## src/rtl/fifo_rd_unpack_pkg.sv

```systemverilog
// Shared types, default widths and the clog2 helper for the FIFO read-side unpacker.
// Everything elaboration-time lives here so the top and the word register agree on it.
package fifo_rd_unpack_pkg;

  localparam int DEF_DW = 32;
  localparam int DEF_OW = 8;
  localparam int DEF_CW = 16;

  typedef enum logic {
    EMPTY = 1'b0,
    HOLD  = 1'b1
  } hold_state_e;

  // Ceiling log2 that is usable in localparam expressions; myclog2(1) is 0.
  function automatic int myclog2(input int value);
    int res;
    res = 0;
    for (int i = 0; i < 31; i++) begin
      if ((1 << i) < value) res = i + 1;
    end
    return res;
  endfunction

  // Beat index width: never narrower than one bit, even when a word is a single beat.
  function automatic int beat_width(input int ratio);
    return (myclog2(ratio) < 1) ? 1 : myclog2(ratio);
  endfunction

endpackage

```

## src/rtl/fifo_rd_unpack_reg_enrs.sv

```systemverilog
// Enabled register with asynchronous active-low reset to a parameterised value.
// Holds the popped FIFO word while its beats are streamed out.
module fifo_rd_unpack_reg_enrs #(
  parameter int           W       = 32,
  parameter logic [W-1:0] RST_VAL = '0
) (
  input  logic         clk,
  input  logic         rst_n,
  input  logic         en,
  input  logic [W-1:0] d,
  output logic [W-1:0] q
);

  always_ff @(posedge clk or negedge rst_n) begin
    if (!rst_n) begin
      q <= RST_VAL;
    end else if (en) begin
      q <= d;
    end
  end

endmodule

```

## src/rtl/fifo_rd_unpack.sv

```systemverilog
// Read-side engine for a CDC FIFO: pops DW-bit words and streams them out as
// RATIO = DW/OW beats, LSB slice first, marking the final beat of each word.
module fifo_rd_unpack
  import fifo_rd_unpack_pkg::*;
#(
  parameter int DW = DEF_DW,
  parameter int OW = DEF_OW,
  parameter int CW = DEF_CW
) (
  input  logic          clk,
  input  logic          rst_n,
  input  logic          fifo_empty,
  input  logic [DW-1:0] fifo_data,
  output logic          fifo_rd,
  input  logic          flush,
  output logic          out_valid,
  input  logic          out_ready,
  output logic [OW-1:0] out_data,
  output logic          out_last,
  output logic [CW-1:0] word_cnt
);

  localparam int            RATIO     = DW / OW;
  localparam int            BW        = beat_width(RATIO);
  localparam logic [BW-1:0] LAST_BEAT = BW'(RATIO - 1);

  if ((DW % OW) != 0 || RATIO < 1) begin : g_bad_widths
    $error("fifo_rd_unpack: DW must be a non-zero multiple of OW");
  end

  hold_state_e   state_q;
  hold_state_e   state_d;
  logic [BW-1:0] beat_q;
  logic [BW-1:0] beat_d;
  logic [DW-1:0] word_q;
  logic [CW-1:0] word_cnt_q;
  logic          is_last;
  logic          acc;
  logic          fin;
  logic          pop;

  assign is_last = (beat_q == LAST_BEAT);
  assign acc     = out_valid & out_ready;
  assign fin     = acc & is_last;

  // A new word may be taken when nothing is held, or when the held word's last
  // beat leaves this very cycle; that overlap is what removes the bubble between words.
  assign pop     = rst_n & ~fifo_empty & ~flush & ((state_q == EMPTY) | fin);

  always_comb begin
    state_d = state_q;
    beat_d  = beat_q;
    if (flush) begin
      state_d = EMPTY;
      beat_d  = '0;
    end else if (pop) begin
      state_d = HOLD;
      beat_d  = '0;
    end else if (fin) begin
      state_d = EMPTY;
      beat_d  = '0;
    end else if (acc) begin
      beat_d  = beat_q + BW'(1);
    end
  end

  always_ff @(posedge clk or negedge rst_n) begin
    if (!rst_n) begin
      state_q <= EMPTY;
      beat_q  <= '0;
    end else begin
      state_q <= state_d;
      beat_q  <= beat_d;
    end
  end

  always_ff @(posedge clk or negedge rst_n) begin
    if (!rst_n) begin
      word_cnt_q <= '0;
    end else if (pop) begin
      word_cnt_q <= word_cnt_q + CW'(1);
    end
  end

  fifo_rd_unpack_reg_enrs #(
    .W       (DW),
    .RST_VAL ('0)
  ) u_word_q (
    .clk   (clk),
    .rst_n (rst_n),
    .en    (pop),
    .d     (fifo_data),
    .q     (word_q)
  );

  // Explicit slice mux keeps the select in range even for the single-beat case.
  always_comb begin
    out_data = '0;
    for (int i = 0; i < RATIO; i++) begin
      if (beat_q == BW'(i)) out_data = word_q[i*OW +: OW];
    end
  end

  assign fifo_rd   = pop;
  assign out_valid = (state_q == HOLD);
  assign out_last  = (state_q == HOLD) & is_last;
  assign word_cnt  = word_cnt_q;

endmodule

```

## config.mk

```make
export PLATFORM = sky130hd
export DESIGN_NAME = fifo_rd_unpack
export DESIGN_NICKNAME = d
export VERILOG_FILES = /design/src/rtl/fifo_rd_unpack_pkg.sv /design/src/rtl/fifo_rd_unpack_reg_enrs.sv /design/src/rtl/fifo_rd_unpack.sv
export SDC_FILE = /design/constraint.sdc
export NUM_CORES = 1
export LEC_CHECK = 0
export ABC_CLOCK_PERIOD_IN_PS = 3200
export CAP_MARGIN = 20
export CORE_ASPECT_RATIO = 1.75
export CORE_MARGIN = 3
export CORE_UTILIZATION = 48
export CTS_CLUSTER_DIAMETER = 60
export DETAILED_ROUTE_END_ITERATION = 6
export PLACE_DENSITY_LB_ADDON = 0.12
export SYNTH_ARGS = -nofsm -noshare
export SYNTH_HDL_FRONTEND = slang
export SYNTH_SLANG_ARGS = --single-unit
```

## constraint.sdc

```tcl
create_clock -name clk -period 3.2 [get_ports clk]
set_clock_uncertainty 0.15 [all_clocks]
set_input_delay 0.48 -clock clk [delete_from_list [all_inputs] [get_ports clk]]
set_output_delay 0.48 -clock clk [all_outputs]
set_load 0.01 [all_outputs]
```

==> flow_metrics.tcl <==
set metrics [dict create \
    synthCells 262 \
    dr.pass1.iters 4 \
    post-cts-setup-buffers 0 \
    dp_hpwl_mm 3.98 \
    rows 33 \
    grt_max_degree 52 \
    syn_nets 304 \
    core_area_um2 4750 \
    post_synth_num_cell_types 25 \
    cts.sink_count 51 \
    cts_buffers 5 \
    cp_top_family "buffers and inverters" \
    drc 0 \
    fin_area_um2 3170 \
    ctsResizeCount 0 \
    critPathLaunchType "flop" \
    dieArea_um2 5880 \
    synth_area_um2 2380 \
    die_w_um 59.3 \
    max-cap-violations 0 \
    place_congestion 0.761 \
    final_util 0.667 \
    maxClockFrequency_mhz 337 \
    vias 1972 \
    worst_pin_slew_ps 639 \
    syn_avg_cell_area_um2 9.10 \
    htreeDepth 2 \
    drt_iter0_markers 59 \
    grt_pass1_wl_mm 9.16 \
    ys_ff_latch 51 \
    rsz0062_at_grt "no" \
    worstPathCellList "ha_1 > nor2b_4 > a221oi_1 > o31ai_1 > clkdlybuf4s50_1" \
    cts_tree "yes" \
    start_util 0.502 \
    grt_usage 0.203 \
    holdBufCountCts 0 \
    fin_crit_sh 0.928 \
    postRouteAntennaNets 0 \
    antenna_found_initial 0 \
    drv_slew 0 \
    placed_area_um2 3040 \
    root_buffer "clkbuf_8" \
    path_buf_inv 1 \
    power_density_nw_per_um2 519 \
    wire_per_inst_um 14.8 \
    path_clk_slew_ps 90 \
    crit_type "flop to output port" \
    ys.warnings.count 0 \
    tns_ps 0 \
    slowest_delay_ps 590 \
    wirelength_mm 5.58 \
    cp_data_arrival_time_ps 2340 \
    setup_viol 0 \
    worstSkewPairLatency_ps 310 \
    cp-end-kind "output port" \
    viasPerCell 5.22 \
    layout.nets 367 \
    portBuffers 63 \
    synthToLayoutAreaGrowth_pct 32.8 \
    grt_remaining_overflow 0 \
    ir_drop_mv 0.394 \
    fillers 413 \
    hold_violations 0 \
    synth-seq-area-share 0.535 \
    p_leak_nw 1.49 \
    cp_data_required_time_ps 2570 \
    status "complete, no violations" \
    clock_path_buffers 2 \
    slew_headroom 0.574 \
    hp-class "input pin to async pin" \
    cp_max_fo 10 \
    grt_pass1_vias 2026 \
    drive_gt1_frac 0.0521 \
    die-height_um 99.2 \
    io_pins 64 \
    antenna_cells 0 \
    period_needed_ps 2970 \
    cpMaxStageDelayCell "clkdlybuf4s50_1" \
]
[synthesized netlist by cell type, drive strengths merged]
cell | count | share of area
mux2i | 3 | 0.013
ha | 5 | 0.026
o21ai | 2 | 0.0042
xnor2 | 13 | 0.048
a21boi | 1 | 0.0047
dfrtp | 51 | 0.54
nor3 | 5 | 0.010
nand3 | 4 | 0.0084
nor4 | 2 | 0.0052
nand2b | 1 | 0.0026
nand4 | 7 | 0.018
nor2 | 3 | 0.0047
o31ai | 7 | 0.022
nand2 | 117 | 0.18
a221oi | 7 | 0.026
inv | 4 | 0.0084
xor2 | 2 | 0.0073
clkbuf | 6 | 0.0094
buf | 6 | 0.020
or3 | 1 | 0.0026
and3 | 4 | 0.010
nor2b | 9 | 0.024
and2 | 2 | 0.0052
[through the flow]
stage	power [W]	instances	hold slack, ps	worst slack [ps]
floorplan	0.000986	262	34.4	978
global placement	0.00118	370	310	402
detailed placement	0.00119	370	312	351
CTS	0.00166	378	182	6.85
global route	0.00174	378	215	65.6
finish	0.00164	378	146	231
[final cells by class]
type | count | area (um2) | area share
Clock buffer | 6 | 82.6 | 0.0261
Clock inverter | 2 | 35.0 | 0.0111
Tap cell | 52 | 65.1 | 0.0205
Multi-Input combinational cell | 195 | 1020 | 0.324
Timing Repair Buffer | 68 | 663 | 0.209
Inverter | 4 | 20.0 | 0.00632
Sequential cell | 51 | 1280 | 0.403
[cell usage in the layout, fill, tap and decap left out, drive strengths merged]
cell and instances:
nand4 7, clkdlybuf4s50 62, buf 6, nor3 5
inv 4, ha 5, a221oi 7, bufinv 1
nand2 117, mux2i 3, nor2b 9, nand3 4
o31ai 7, xnor2 13, o21ai 2, clkbuf 6
xor2 2, a21boi 1, and3 4, or3 1
nor4 2, nand2b 1, dfrtp 51, and2 2
clkinv 1, nor2 3
[path summary, 6_finish.rpt]
kind	from	to	slack [ps]	depth (start not counted)
worst max-delay path	beat_q[0]	out_data[5]	230	5
worst min-delay path	rst_n	u_word_q.q[6]	150	2
worst max register to register	beat_q[0]	word_cnt[12]	970	7
worst min register to register	word_cnt[15]	word_cnt[15]	320	1
max in group asynchronous	rst_n	word_cnt[7]	2310	2
min in group clk	word_cnt[15]	word_cnt[15]	320	1
[cells by family (layout without fill, tap and decap cells)]
logic type,after synthesis,count (layout),share of synthesized area
AND/OR/NAND/NOR,155,155,0.276
multiplexers,3,3,0.0126
flip-flops,51,51,0.535
adder cells (fa/ha/maj),5,5,0.0262
XOR/XNOR,15,15,0.0551
AO/OA/AOI/OAI,17,17,0.0567
buffers and inverters,16,80,0.0383
[power by group]
| group | switching [W] | leakage (nW) | internal (W) | total, W |
|---|---|---|---|---|
| Sequential | 0.0000809 | 0.657 | 0.000742 | 0.000822 |
| Combinational | 0.000160 | 0.774 | 0.000195 | 0.000355 |
| Clock | 0.000213 | 0.0612 | 0.000253 | 0.000466 |
[sequential cells by signal, indices dropped and copies added, names as in the netlist]
| signal | cells |
|---|---|
| beat_q | 2 |
| word_cnt | 16 |
| u_word_q.q | 32 |
| out_valid | 1 |
[layer usage]
metal,track usage,vias to the layer above,part of all wire
met5,0,-,0
met4,0.0960,0,0.026
met3,0.0338,10,0.041
met2,0.348,56,0.52
met1,0.239,931,0.41
li1,-,975,-
(Power assumes the default switching activity.)
